===== config.mk =====
export PLATFORM = sky130hd
export DESIGN_NAME = fir_out_requant
export DESIGN_NICKNAME = d
export VERILOG_FILES = /design/src/rtl/fir_req_pkg.sv /design/src/rtl/fir_req_fifo.sv /design/src/rtl/fir_out_requant.sv
export SDC_FILE = /design/constraint.sdc
export NUM_CORES = 1
export LEC_CHECK = 0
export ABC_AREA = 1
export BUFFER_PORTS_ARGS = -buffer_cell sky130_fd_sc_hd__buf_2
export CAP_MARGIN = 20
export CELL_PAD_IN_SITES_DETAIL_PLACEMENT = 1
export CELL_PAD_IN_SITES_GLOBAL_PLACEMENT = 1
export CORE_MARGIN = 3
export CORE_UTILIZATION = 45
export DETAILED_ROUTE_END_ITERATION = 8
export GPL_TIMING_DRIVEN = 1
export PLACE_DENSITY_LB_ADDON = 0.1
export SETUP_SLACK_MARGIN = 0.2
export SKIP_LAST_GASP = 1
export SLEW_MARGIN = 20
export SYNTH_ARGS = -nofsm -noshare
export SYNTH_HDL_FRONTEND = slang
export SYNTH_SLANG_ARGS = --single-unit

===== constraint.sdc =====
create_clock -name i_clk -period 4.4 [get_ports i_clk]
set_input_delay 0.88 -clock i_clk [delete_from_list [all_inputs] [get_ports i_clk]]
set_output_delay 0.88 -clock i_clk [all_outputs]
set_load 0.05 [all_outputs]

===== src/rtl/fir_req_pkg.sv =====
// fir_req_pkg: shared constants and helpers for the FIR output requantizer.
// Saturation bounds, rounding constant and FIFO address width helpers.
package fir_req_pkg;

  localparam int CNT_W = 16;

  function automatic logic signed [63:0] sat_max(input int out_w);
    return (64'sd1 <<< (out_w - 1)) - 64'sd1;
  endfunction

  function automatic logic signed [63:0] sat_min(input int out_w);
    return -(64'sd1 <<< (out_w - 1));
  endfunction

  // Half-LSB of the post-shift result, so the shift rounds half-up.
  function automatic logic signed [63:0] round_const(input int shift);
    if (shift == 0) return 64'sd0;
    return 64'sd1 <<< (shift - 1);
  endfunction

  function automatic int addr_w(input int depth);
    return (depth > 1) ? $clog2(depth) : 1;
  endfunction

endpackage


===== src/rtl/fir_req_fifo.sv =====
// fir_req_fifo: synchronous first-word-fall-through FIFO, pointer+count.
// Ports: push_i/data_i write, pop_i read, data_o head, full_o, empty_o.
module fir_req_fifo
  import fir_req_pkg::*;
#(
  parameter int DEPTH = 4,
  parameter int W     = 16
) (
  input  logic         i_clk,
  input  logic         i_reset,
  input  logic         push_i,
  input  logic [W-1:0] data_i,
  input  logic         pop_i,
  output logic [W-1:0] data_o,
  output logic         full_o,
  output logic         empty_o
);

  localparam int AW = addr_w(DEPTH);
  localparam int CW = AW + 1;

  logic [W-1:0]  mem_q [DEPTH];
  logic [AW-1:0] wptr_q, wptr_d;
  logic [AW-1:0] rptr_q, rptr_d;
  logic [CW-1:0] cnt_q, cnt_d;
  logic          do_push, do_pop;

  assign full_o  = (cnt_q == CW'(DEPTH));
  assign empty_o = (cnt_q == '0);
  assign data_o  = mem_q[rptr_q];

  // A push into a full FIFO is taken only when a pop frees a slot.
  assign do_pop  = pop_i & ~empty_o;
  assign do_push = push_i & (~full_o | do_pop);

  always_comb begin
    wptr_d = wptr_q;
    rptr_d = rptr_q;
    cnt_d  = cnt_q;
    if (do_push) wptr_d = wptr_q + AW'(1);
    if (do_pop)  rptr_d = rptr_q + AW'(1);
    unique case ({do_push, do_pop})
      2'b10:   cnt_d = cnt_q + CW'(1);
      2'b01:   cnt_d = cnt_q - CW'(1);
      default: cnt_d = cnt_q;
    endcase
  end

  always_ff @(posedge i_clk) begin
    if (i_reset) begin
      wptr_q <= '0;
      rptr_q <= '0;
      cnt_q  <= '0;
    end else begin
      wptr_q <= wptr_d;
      rptr_q <= rptr_d;
      cnt_q  <= cnt_d;
    end
  end

  always_ff @(posedge i_clk) begin
    if (do_push) mem_q[wptr_q] <= data_i;
  end

endmodule


===== src/rtl/fir_out_requant.sv =====
// fir_out_requant: round/shift/saturate/decimate FIR results into a FIFO.
// Ports: i_data/i_data_rdy in; o_data/o_valid/i_ready out stream; o_sat,
// o_drop pulses, o_err_sticky. FIR_REQ_STATS_EN adds o_sat_cnt/o_drop_cnt.
module fir_out_requant
  import fir_req_pkg::*;
#(
  parameter int IN_W       = 32,
  parameter int OUT_W      = 16,
  parameter int SHIFT      = 8,
  parameter int DECIM      = 1,
  parameter int FIFO_DEPTH = 4
) (
  input  logic             i_clk,
  input  logic             i_reset,
  input  logic [IN_W-1:0]  i_data,
  input  logic             i_data_rdy,
  output logic [OUT_W-1:0] o_data,
  output logic             o_valid,
  input  logic             i_ready,
  output logic             o_sat,
  output logic             o_drop,
  output logic             o_err_sticky
`ifdef FIR_REQ_STATS_EN
  ,
  output logic [CNT_W-1:0] o_sat_cnt,
  output logic [CNT_W-1:0] o_drop_cnt
`endif
);

  localparam logic signed [63:0] RND64 = round_const(SHIFT);
  localparam logic signed [63:0] MAX64 = sat_max(OUT_W);
  localparam logic signed [63:0] MIN64 = sat_min(OUT_W);
  localparam logic signed [IN_W:0] RND  = RND64[IN_W:0];
  localparam logic signed [IN_W:0] MAXV = MAX64[IN_W:0];
  localparam logic signed [IN_W:0] MINV = MIN64[IN_W:0];
  localparam int DCW = (DECIM > 1) ? $clog2(DECIM) : 1;
  localparam logic [DCW-1:0] DC_LAST = DCW'(DECIM - 1);

  // S1: one extra bit keeps the rounding add from wrapping.
  logic signed [IN_W:0] sum, r1_d, r1_q;
  logic                 s1_vld_q;

  assign sum  = $signed({i_data[IN_W-1], i_data}) + RND;
  assign r1_d = sum >>> SHIFT;

  always_ff @(posedge i_clk) begin
    if (i_reset) begin
      s1_vld_q <= 1'b0;
      r1_q     <= '0;
    end else begin
      s1_vld_q <= i_data_rdy;
      if (i_data_rdy) r1_q <= r1_d;
    end
  end

  // S2: clip and decimate.
  logic [OUT_W-1:0] s2_data_d, s2_data_q;
  logic             s2_sat_d, s2_sat_q, s2_vld_q;
  logic [DCW-1:0]   dcnt_d, dcnt_q;
  logic             keep;

  always_comb begin
    s2_data_d = r1_q[OUT_W-1:0];
    s2_sat_d  = 1'b0;
    if (r1_q > MAXV) begin
      s2_data_d = MAXV[OUT_W-1:0];
      s2_sat_d  = 1'b1;
    end else if (r1_q < MINV) begin
      s2_data_d = MINV[OUT_W-1:0];
      s2_sat_d  = 1'b1;
    end
  end

  assign keep = s1_vld_q & (dcnt_q == '0);

  always_comb begin
    dcnt_d = dcnt_q;
    if (s1_vld_q) begin
      dcnt_d = (dcnt_q == DC_LAST) ? '0 : dcnt_q + DCW'(1);
    end
  end

  always_ff @(posedge i_clk) begin
    if (i_reset) begin
      s2_vld_q  <= 1'b0;
      s2_sat_q  <= 1'b0;
      s2_data_q <= '0;
      dcnt_q    <= '0;
    end else begin
      s2_vld_q <= keep;
      dcnt_q   <= dcnt_d;
      if (keep) begin
        s2_sat_q  <= s2_sat_d;
        s2_data_q <= s2_data_d;
      end
    end
  end

  // Output buffer.
  logic [OUT_W-1:0] head;
  logic             full, empty, pop, accept;
  logic             err_q;

  fir_req_fifo #(
    .DEPTH (FIFO_DEPTH),
    .W     (OUT_W)
  ) u_fifo (
    .i_clk   (i_clk),
    .i_reset (i_reset),
    .push_i  (s2_vld_q),
    .data_i  (s2_data_q),
    .pop_i   (pop),
    .data_o  (head),
    .full_o  (full),
    .empty_o (empty)
  );

  assign o_valid = ~empty;
  assign o_data  = o_valid ? head : '0;
  assign pop     = o_valid & i_ready;
  assign accept  = s2_vld_q & (~full | pop);
  // A dropped sample reports only the drop, never the clip.
  assign o_sat   = accept & s2_sat_q;
  assign o_drop  = s2_vld_q & full & ~pop;

  always_ff @(posedge i_clk) begin
    if (i_reset) err_q <= 1'b0;
    else         err_q <= err_q | o_sat | o_drop;
  end

  assign o_err_sticky = err_q;

`ifdef FIR_REQ_STATS_EN
  logic [CNT_W-1:0] sat_cnt_q, drop_cnt_q;

  always_ff @(posedge i_clk) begin
    if (i_reset) begin
      sat_cnt_q  <= '0;
      drop_cnt_q <= '0;
    end else begin
      if (o_sat && (sat_cnt_q != '1))
        sat_cnt_q <= sat_cnt_q + CNT_W'(1);
      if (o_drop && (drop_cnt_q != '1))
        drop_cnt_q <= drop_cnt_q + CNT_W'(1);
    end
  end

  assign o_sat_cnt  = sat_cnt_q;
  assign o_drop_cnt = drop_cnt_q;
`endif

endmodule


==> impl_metrics.tcl <==
set metrics [dict create \
    status "completed" \
    io_buffers 48 \
    cpPeakStageDelay_ps 650 \
    ys_types 32 \
    ctsHoldBuffers 0 \
    hpwl_um 9083 \
    synth_seq_cells 118 \
    stdcell_count 847 \
    p_per_area_mw_per_mm2 496.1 \
    hp-class "register to register" \
    slew-limit-headroom_pct 32.88 \
    area_growth_pct 16.95 \
    synth_nets 692 \
    post_drt_wl_per_cell_um 16.02 \
    first_iter_violations 191 \
    num_antenna_cells 0 \
    finalSetupTns_ps 0 \
    overflow 0 \
    ant_nets 0 \
    ir_drop_mv 0.2572 \
    cp_data_arrival_time_ps 2400 \
    cpMaxStageDelayCell "inv_1" \
    critical_path_required_ps 3520 \
    start_kind "register" \
    place.gp.congestion 0.8624 \
    die_w_um 116.0 \
    rows 39 \
    fin_crit_ps 3283 \
    fin_crit_sh_pct 74.61 \
    clk_latency_ps 410 \
    drc_errors 0 \
    cts_resized 0 \
    synthCells 649 \
    antenna_found_initial 0 \
    crit_path_end_kind "output pin" \
    vias_per_cell 5.194 \
    crit_type "register to output pin" \
    rsz0062_at_grt "no" \
    setup_violations 0 \
    cts_htree_levels 4 \
    clk_pin_slew_ps 50 \
    track_usage_pct 21.94 \
    io_pins 56 \
    pwr-share-seq_pct 39.5 \
    drive_gt1_share_pct 13.78 \
    die_area_mm2 0.01345 \
    path_delay_family "buffers and inverters" \
    internal-power_w 0.002278 \
    cts_buffer_depth 2 \
    cts_tree "yes" \
    fmax_ghz 0.3046 \
    start_util_pct 46.85 \
    p_leak_nw 2.659 \
    post_cts_buffers 0 \
    hold_viol 0 \
    dp.cells 815 \
    grt_first_pass_wirelength_um 22760 \
    clockPowerShare_pct 45.1 \
    route.vias.total 4399 \
    path_max_fanout 33 \
    nets 734 \
    final_common_cell "nor2_1" \
    p_sw_share_pct 27.85 \
    clkSinkCount 118 \
    final_cell_mix "137 x nor2_1, 84 x nand2_1, 74 x inv_1" \
    yosysSeqAreaShare_pct 55.19 \
    tightest_slew_ps 1006 \
    utilization_pct 54.79 \
    first_pass_iters 4 \
    cap_violations 0 \
    skew_ps 8.912 \
    grt_max_degree 34 \
    syn_avg_cell_area_um2 8.384 \
    root_buffer "clkbuf_16" \
    syn-cell-area_mm2 0.005441 \
    core_area_mm2 0.01161 \
    grt_pass1_vias 4647 \
    cts_buffers 17 \
    pwr-share-comb_pct 15.4 \
    synth_warnings 0 \
    wl_um 13570 \
    path_cells "buf_4 -> inv_1 -> o21ai_0 -> a21oi_1 -> buf_2" \
    die_y_um 116.0 \
    maxSlewViolCount 0 \
    worst-path-buf-inv 3 \
    p_sw_w 0.0008794 \
]
-- cell usage after synthesis, drive strengths merged --
| master | number | share of area [%] |
|---|---|---|
| dfxtp | 54 | 20 |
| nand3 | 30 | 3.2 |
| buf | 12 | 1.2 |
| nor3 | 2 | 0.18 |
| and2 | 1 | 0.12 |
| dlygate4sd1 | 1 | 0.16 |
| o21ai | 69 | 6.3 |
| a21boi | 2 | 0.28 |
| edfxtp | 64 | 35 |
| ha | 6 | 1.4 |
| inv | 77 | 5.3 |
| a21oi | 63 | 5.8 |
| nand2 | 87 | 6.1 |
| xor2 | 5 | 0.80 |
| xnor2 | 4 | 0.64 |
| fa | 1 | 0.37 |
| nand4 | 7 | 0.80 |
| clkinv | 2 | 0.14 |
| clkbuf | 14 | 1.1 |
| o21bai | 1 | 0.14 |
| nor2 | 146 | 11 |
| or2 | 1 | 0.12 |
-- worst min-delay path, stage by stage, from the launching register on --
cell	delay (ps)
dfxtp_1	290
inv_1	70
a21oi_1	80
-- final timing paths --
kind,cells after the start,endpoint,slack [ps],from
worst min register to register,2,u_fifo.rptr_q[1],490,u_fifo.rptr_q[1]
worst max register to register,11,u_fifo.cnt_q[2],2130,u_fifo.cnt_q[1]
worst max-delay path,5,o_data[15],1120,register
worst min-delay path,2,u_fifo.rptr_q[1],490,u_fifo.rptr_q[1]
-- sequential cells by signal (all words and copies together), names as in the netlist, named ones only --
register / flops
u_fifo.mem_q: 64
r1_q: 25
s2_data_q: 16
u_fifo.cnt_q: 3
u_fifo.rptr_q: 2
u_fifo.wptr_q: 2
o_err_sticky: 1
s1_vld_q: 1
s2_sat_q: 1
s2_vld_q: 1
-- stage by stage --
stage	hold WS (ps)	power (W)	setup WS [ps]	instance area (um2)
2_1_floorplan	434.4	0.001619	1623	5441
3_3_place_gp	453.7	0.001734	1657	5749
4_1_cts	506.7	0.003186	1116	6364
5_1_grt	526.8	0.003293	878.0	6364
3_5_place_dp	488.9	0.001756	1543	5749
6_report	494.4	0.003157	1117	6364
-- power groups by stage --
stage	sequential (W)	clock, W	combinational, W
floorplan	0.00125	0	0.000366
global placement	0.00126	0	0.000471
detailed placement	0.00127	0	0.000488
CTS	0.00125	0.00145	0.000494
global route	0.00125	0.00150	0.000540
finish	0.00125	0.00142	0.000487
-- layer usage --
metal / global-route usage, % / vias to the layer above / part of all wire [%]
met5: 0 / - / 0
met4: 7.193 / 0 / 1.4
met3: 5.379 / 16 / 3.4
met2: 38.59 / 86 / 51
met1: 26.39 / 2091 / 44
li1: - / 2206 / -
-- kinds of logic after synthesis --
family          count (synthesis)  synth area share (%)
buf+inv                       106                 7.956
simple gates                  274                 21.11
xor+xnor                        9                 1.449
flops                         118                 55.19
compound gates                135                 12.55
fa+ha+maj                       7                 1.748
-- final cells by class --
type | instances | area (um2)
clock buffers | 24 | 491.7
fillers | 1413 | 5250
repair buffers | 50 | 255.2
inverters | 79 | 296.5
well taps | 143 | 178.9
clock inverters | 8 | 122.6
multi-input cells | 425 | 2016
flip-flops and latches | 118 | 3003
Note: power is estimated with default switching activity, not from simulation.
